File: src/rtl/revo_word_scheduler.sv
// -----------------------------------------------------------------------------
// revo_word_scheduler
//
// Builds the 8-bit revolution-marker word stream for an 8:1 output serializer.
// It runs entirely in the serializer word-clock domain.
//
// A word counter walks one accelerator revolution of REVO_WORDS words. A marker
// of MARKER_BITS bits is placed at a bit-granular phase. When the marker starts
// late in a word, it spills into the following word through a tail register.
// This includes the wrap from the last word back to word 0.
//
// Phase updates arrive through a valid/ready handshake and are held as pending.
// While the counter is running, a pending phase is applied only when the word
// index wraps to 0, so the marker never glitches mid-revolution.
//
// Parameters:
//   REVO_WORDS    words per revolution (index range 0..REVO_WORDS-1)
//   MARKER_BITS   marker length in bits (1..8)
//   DEFAULT_PHASE marker start bit position after reset
//   PHASE_WIDTH   width of phase values (2^PHASE_WIDTH >= 8*REVO_WORDS)
//   SYNC_REQUIRED 1: ARMED waits for sync_in; 0: ARMED starts immediately
//
// Ports:
//   clock            word clock
//   reset_n          synchronous active-low reset
//   run              level request to start / keep running
//   sync_in          one-cycle pulse that aligns word 0 while ARMED
//   cfg_valid        phase update request
//   cfg_phase        requested marker start bit position
//   revolution_limit (only with REVO_SCHEDULER_LIMIT_EN) automatic stop after
//                    this many revolutions; 0 = unlimited
//   cfg_ready        a new phase can be accepted
//   revo_word        word to serializer; bit 7 leaves first
//   revo_flag        high on the word holding the marker's first bit
//   word_index       index of the word currently on revo_word
//   revolution_count completed revolutions since leaving IDLE
//   active_phase     phase currently in use
//   state            00 IDLE, 01 ARMED, 10 RUNNING, 11 STOPPING
//
// Optional feature macro: REVO_SCHEDULER_LIMIT_EN (adds revolution_limit).
// -----------------------------------------------------------------------------
module revo_word_scheduler #(
  parameter int REVO_WORDS    = 1280,
  parameter int MARKER_BITS   = 8,
  parameter int DEFAULT_PHASE = 0,
  parameter int PHASE_WIDTH   = 14,
  parameter int SYNC_REQUIRED = 1
) (
  input  logic                   clock,
  input  logic                   reset_n,
  input  logic                   run,
  input  logic                   sync_in,
  input  logic                   cfg_valid,
  input  logic [PHASE_WIDTH-1:0] cfg_phase,
`ifdef REVO_SCHEDULER_LIMIT_EN
  input  logic [15:0]            revolution_limit,
`endif
  output logic                   cfg_ready,
  output logic [7:0]             revo_word,
  output logic                   revo_flag,
  output logic [10:0]            word_index,
  output logic [15:0]            revolution_count,
  output logic [PHASE_WIDTH-1:0] active_phase,
  output logic [1:0]             state
);

  typedef enum logic [1:0] {
    ST_IDLE     = 2'b00,
    ST_ARMED    = 2'b01,
    ST_RUNNING  = 2'b10,
    ST_STOPPING = 2'b11
  } state_e;

  localparam int unsigned TOTAL_BITS = 8 * REVO_WORDS;
  localparam logic [10:0] LAST_IDX   = 11'(REVO_WORDS - 1);
  // Marker as a contiguous run of ones, LSB = first bit out.
  localparam logic [15:0] MARK_RUN   = 16'((32'd1 << MARKER_BITS) - 32'd1);

  // Reduce a requested phase into the revolution's bit range.
  function automatic logic [PHASE_WIDTH-1:0] wrap_phase(input logic [PHASE_WIDTH-1:0] p);
    return PHASE_WIDTH'(32'(p) % TOTAL_BITS);
  endfunction

  // Convert "bit b leaves b-th" ordering into the serializer's MSB-first word.
  function automatic logic [7:0] wire_order(input logic [7:0] b);
    return {<<{b}};
  endfunction

  state_e                 state_q, state_d;
  logic [10:0]            idx_q, idx_d;
  logic [7:0]             word_q, word_d;
  logic                   flag_q, flag_d;
  logic [7:0]             tail_q, tail_d;
  logic [15:0]            rev_cnt_q, rev_cnt_d;
  logic [PHASE_WIDTH-1:0] phase_q, phase_d;
  logic [PHASE_WIDTH-1:0] pend_q, pend_d;
  logic                   pend_vld_q, pend_vld_d;
  logic                   cfg_ready_q, cfg_ready_d;

  logic                   emit;
  logic                   wrap;
  logic                   at_last;
  logic                   apply;
  logic                   xfer;
  logic                   start_hit;
  logic [15:0]            run_b;
  logic                   limit_hit;

`ifdef REVO_SCHEDULER_LIMIT_EN
  // The revolution now in progress is the last one allowed.
  assign limit_hit = (revolution_limit != 16'd0) &&
                     (rev_cnt_q == revolution_limit - 16'd1);
`else
  assign limit_hit = 1'b0;
`endif

  always_comb begin
    state_d     = state_q;
    idx_d       = idx_q;
    rev_cnt_d   = rev_cnt_q;
    emit        = 1'b0;
    wrap        = 1'b0;
    at_last     = (idx_q == LAST_IDX);
    apply       = 1'b0;
    xfer        = 1'b0;
    phase_d     = phase_q;
    pend_d      = pend_q;
    pend_vld_d  = pend_vld_q;
    cfg_ready_d = cfg_ready_q;
    start_hit   = 1'b0;
    run_b       = 16'h0000;
    word_d      = 8'h00;
    tail_d      = 8'h00;
    flag_d      = 1'b0;

    case (state_q)
      ST_IDLE: begin
        idx_d = 11'd0;
        if (run) begin
          state_d   = ST_ARMED;
          rev_cnt_d = 16'd0;
        end
      end
      ST_ARMED: begin
        idx_d = 11'd0;
        // Dropping run wins over a simultaneous sync pulse.
        if (!run) begin
          state_d = ST_IDLE;
        end else if ((SYNC_REQUIRED == 0) || sync_in) begin
          state_d = ST_RUNNING;
          emit    = 1'b1;
        end
      end
      ST_RUNNING, ST_STOPPING: begin
        wrap  = at_last;
        idx_d = at_last ? 11'd0 : idx_q + 11'd1;
        if (at_last) rev_cnt_d = rev_cnt_q + 16'd1;
        emit = 1'b1;
        if (state_q == ST_RUNNING) begin
          if (!run || limit_hit) state_d = ST_STOPPING;
        end else if (run && !limit_hit) begin
          state_d = ST_RUNNING;
        end else if (at_last) begin
          // Revolution finished: park at word 0 and emit only a pending tail.
          state_d = ST_IDLE;
          emit    = 1'b0;
        end
      end
      default: state_d = ST_IDLE;
    endcase

    // A pending phase takes effect at once when stopped, else only at the wrap.
    apply   = pend_vld_q && ((state_q == ST_IDLE) || (state_q == ST_ARMED) || wrap);
    xfer    = cfg_valid && cfg_ready_q;
    phase_d = apply ? pend_q : phase_q;
    if (xfer) pend_d = wrap_phase(cfg_phase);
    pend_vld_d  = xfer || (pend_vld_q && !apply);
    // Ready stays low through the application cycle and returns one cycle later.
    cfg_ready_d = !pend_vld_d && !apply;

    // The word now leaving uses the phase that is in force for it, so a phase
    // applied at the wrap already governs word 0 of the new revolution.
    start_hit = emit && (32'(idx_d) == 32'(phase_d >> 3));
    run_b     = MARK_RUN << phase_d[2:0];
    word_d    = tail_q | (start_hit ? wire_order(run_b[7:0]) : 8'h00);
    tail_d    = start_hit ? wire_order(run_b[15:8]) : 8'h00;
    flag_d    = start_hit;
  end

  always_ff @(posedge clock) begin
    if (!reset_n) begin
      state_q     <= ST_IDLE;
      idx_q       <= 11'd0;
      word_q      <= 8'h00;
      flag_q      <= 1'b0;
      tail_q      <= 8'h00;
      rev_cnt_q   <= 16'd0;
      phase_q     <= PHASE_WIDTH'(DEFAULT_PHASE);
      pend_q      <= '0;
      pend_vld_q  <= 1'b0;
      cfg_ready_q <= 1'b1;
    end else begin
      state_q     <= state_d;
      idx_q       <= idx_d;
      word_q      <= word_d;
      flag_q      <= flag_d;
      tail_q      <= tail_d;
      rev_cnt_q   <= rev_cnt_d;
      phase_q     <= phase_d;
      pend_q      <= pend_d;
      pend_vld_q  <= pend_vld_d;
      cfg_ready_q <= cfg_ready_d;
    end
  end

  assign cfg_ready        = cfg_ready_q;
  assign revo_word        = word_q;
  assign revo_flag        = flag_q;
  assign word_index       = idx_q;
  assign revolution_count = rev_cnt_q;
  assign active_phase     = phase_q;
  assign state            = state_q;

endmodule

File: config.mk
export PLATFORM = sky130hd
export DESIGN_NAME = revo_word_scheduler
export DESIGN_NICKNAME = d
export VERILOG_FILES = /design/src/rtl/revo_word_scheduler.sv
export SDC_FILE = /design/constraint.sdc
export NUM_CORES = 1
export LEC_CHECK = 0
export CORE_ASPECT_RATIO = 0.75
export CORE_MARGIN = 3
export CORE_UTILIZATION = 25
export DETAILED_ROUTE_END_ITERATION = 8
export PLACE_DENSITY_LB_ADDON = 0.08
export REMOVE_ABC_BUFFERS = 1
export SYNTH_ARGS = -nofsm -noshare
export SYNTH_HDL_FRONTEND = slang
export SYNTH_SLANG_ARGS = --single-unit
File: constraint.sdc
create_clock -name clock -period 3.13 [get_ports clock]
set_clock_uncertainty 0.15 [all_clocks]
set_input_delay 0.626 -clock clock [delete_from_list [all_inputs] [get_ports clock]]
set_output_delay 0.626 -clock clock [all_outputs]
set_load 0.005 [all_outputs]
==> out/metrics.yaml <==
timing:
  holdWs_ps: 282
  rsz0062_at_grt: "false"
  hold_violations: 0
  tightest_slew_ps: 569
  setup_viol: 0
  slew_violations: 0
  period_needed_ps: 2910
  relSlewSlack_pct: 62.1
  fmax_ghz: 0.344
  min_period_over_period_pct: 92.9
status:
  status: "finished, final reports clean"
routing:
  wl_per_cell_um: 15.0
  vias: 3120
  via_per_inst: 4.60
  ant_nets: 0
  drt_iter0_drc: 197
  drtPass1Iterations: 4
  totalWireLength_mm: 10.2
  drc: 0
power_and_ir_drop:
  powerDensity_nw_per_um2: 464
  power_leakage_nw: 1.69
  ir_drop_mv: 0.253
die:
  die_area_um2: 16300
  chipHeight_um: 111
  ios: 72
  rows: 37
  dieWidth_um: 146
  core_region_area_um2: 14100
  start_util_pct: 26.2
layout:
  final_cell_mix: "74 x dfxtp_1, 71 x clkdlybuf4s50_1, 70 x nand2_1"
  nFillCells: 1485
  instances_no_fill: 678
  drive_gt1_share_pct: 10.1
  layout_commonest_cell: "dfxtp_1"
  fin_nets: 500
  diodes: 0
  area_growth_pct: 32.8
  final_util_pct: 34.8
place:
  dp_hpwl_mm: 7.41
  dp_cells: 663
  gp_congestion: 0.807
  numPortBuffers: 71
clocking:
  worstSkewPairLatency_ps: 330
  cts_buffers: 9
  clk_path_buf_depth: 2
  cts_setup_buffers: 0
  cts_sinks: 74
  clk_pin_slew_ps: 60
  cts.repair.resized: 0
  cts_tree: "done"
  cts_root_buffer: "clkbuf_16"
  htree_levels: 3
  hold_buffers: 0
synthesis:
  syn-mean-instance-area_um2: 8.95
  syn_area_um2: 3690
  synth_fa_ha_area_share_pct: 0.678
  synth_xor_area_share_pct: 7.60
  synth.distinct_cells: 63
  synth-seq-area-share_pct: 40.2
  synth_simple_gate_area_share_pct: 27.0
  synth_edf_count: 0
  synth_top_family_by_area: "simple AND/OR/NAND/NOR gates"
  ys_seq_elements: 74
  synthMuxAreaShare_pct: 1.36
  synth-compound-area-share_pct: 17.9
  synthFlopType: "dfxtp_1"
  yosysWarnings: 0
  synth_cells: 412
  async_flop_share_pct: 0
worst_hold_path:
  hold_class: "flop to flop"
setup_path:
  start_kind: "flop"
  worst_ep_arrival_time_ps: 3000
  cp.required_ps: 3220
  crit_path_end_kind: "flop"
  critPathKind: "flop to flop"
  crit_fanout: 15
grt:
  grt_max_degree: 43
  antenna_found_initial: 0
  grt_pass1_vias: 3011
  grt_overflow: 0
  grt_pass1_wl_mm: 16.7
  grt_usage_pct: 12.8
flow_run:
  cap_violations: 0
==> logic make-up after synthesis <==
logic type / after synthesis
buffers and inverters: 38
DFF: 74
and+or+nand+nor: 189
AOI/OAI and AO/OA: 77
muxes: 5
adders and majority gates: 2
xor gates and xnor gates: 27
==> routing by layer <==
layer  vias to the layer above  routed length, um  global-route usage (%)
met1                      1437               5540                    19.8
met4                         0                149                    3.45
li1                       1572                  -                       -
met3                        16                552                    3.92
met5                         -                  0                       0
met2                        95               3910                    16.8
==> final timing paths <==
check	from	end	cells past startpoint	slack, ps
max reg2reg	word_index[6]	revo_word[7]	7	220
min	tail_q[3]	revo_word[3]	2	280
max	word_index[6]	revo_word[7]	7	220
min reg2reg	tail_q[3]	revo_word[3]	2	280
==> worst max-delay path, stage by stage (launching register included) <==
cell and delay [ps]:
dfxtp_1 530, and2_1 490, and3_1 330, xor3_1 240
o32ai_1 430, nand4_2 150, buf_4 230, o31ai_1 260
==> registers in the layout, summed over array words and instances (netlist names), named ones only <==
name and flops:
revolution_count 16, active_phase 14, pend_q 14, word_index 11, revo_word 8, tail_q 7, cfg_ready 1, pend_vld_q 1
state 1
==> through the flow <==
step | total power (W) | instance area [um^2] | TNS, ps | setup WS [ps]
finish | 0.00227 | 4900 | 0 | 221
floorplan | 0.00109 | 3530 | -361 | -66.9
global placement | 0.00119 | 4580 | 0 | 348
global route | 0.00237 | 4900 | 0 | 21.2
CTS | 0.00231 | 4900 | 0 | 266
detailed placement | 0.00119 | 4580 | 0 | 296
==> synth_stat cells (5+ instances only) <==
| library cell | n | area (um^2) |
|---|---|---|
| xnor2_1 | 10 | 87.6 |
| inv_1 | 11 | 41.3 |
| and2_1 | 6 | 37.5 |
| buf_6 | 5 | 56.3 |
| dfxtp_1 | 74 | 1480 |
| nor3_1 | 7 | 35.0 |
| nor3b_2 | 6 | 75.1 |
| nand3_1 | 16 | 80.1 |
| o21ai_0 | 10 | 50.1 |
| nor2b_1 | 9 | 56.3 |
| clkbuf_1 | 15 | 56.3 |
| a21oi_1 | 8 | 40.0 |
| nand4_1 | 10 | 62.6 |
| xor2_1 | 14 | 123 |
| nor2_1 | 31 | 116 |
| a21boi_0 | 23 | 173 |
| and3_1 | 6 | 37.5 |
| nand2_1 | 70 | 263 |
| o31ai_1 | 5 | 37.5 |
| nand2b_1 | 8 | 50.1 |
| mux2i_1 | 5 | 50.1 |
==> final cells by class <==
cell class,count,area (um^2),share of cell area [%]
Inverter,11,41.3,0.843
Clock inverter,5,78.8,1.61
Multi-Input combinational cell,300,2010,41.1
Tap cell,195,244,4.98
Clock buffer,10,239,4.88
Timing Repair Buffer,83,801,16.4
Sequential cell,74,1480,30.3
==> power by group <==
part           leakage, nW  internal (W)  switching (W)
sequential           0.599      0.000963      0.0000212
clock                0.158      0.000714       0.000397
combinational        0.932     0.0000820      0.0000981
total                 1.69       0.00176       0.000516
(Power assumes the default switching activity.)
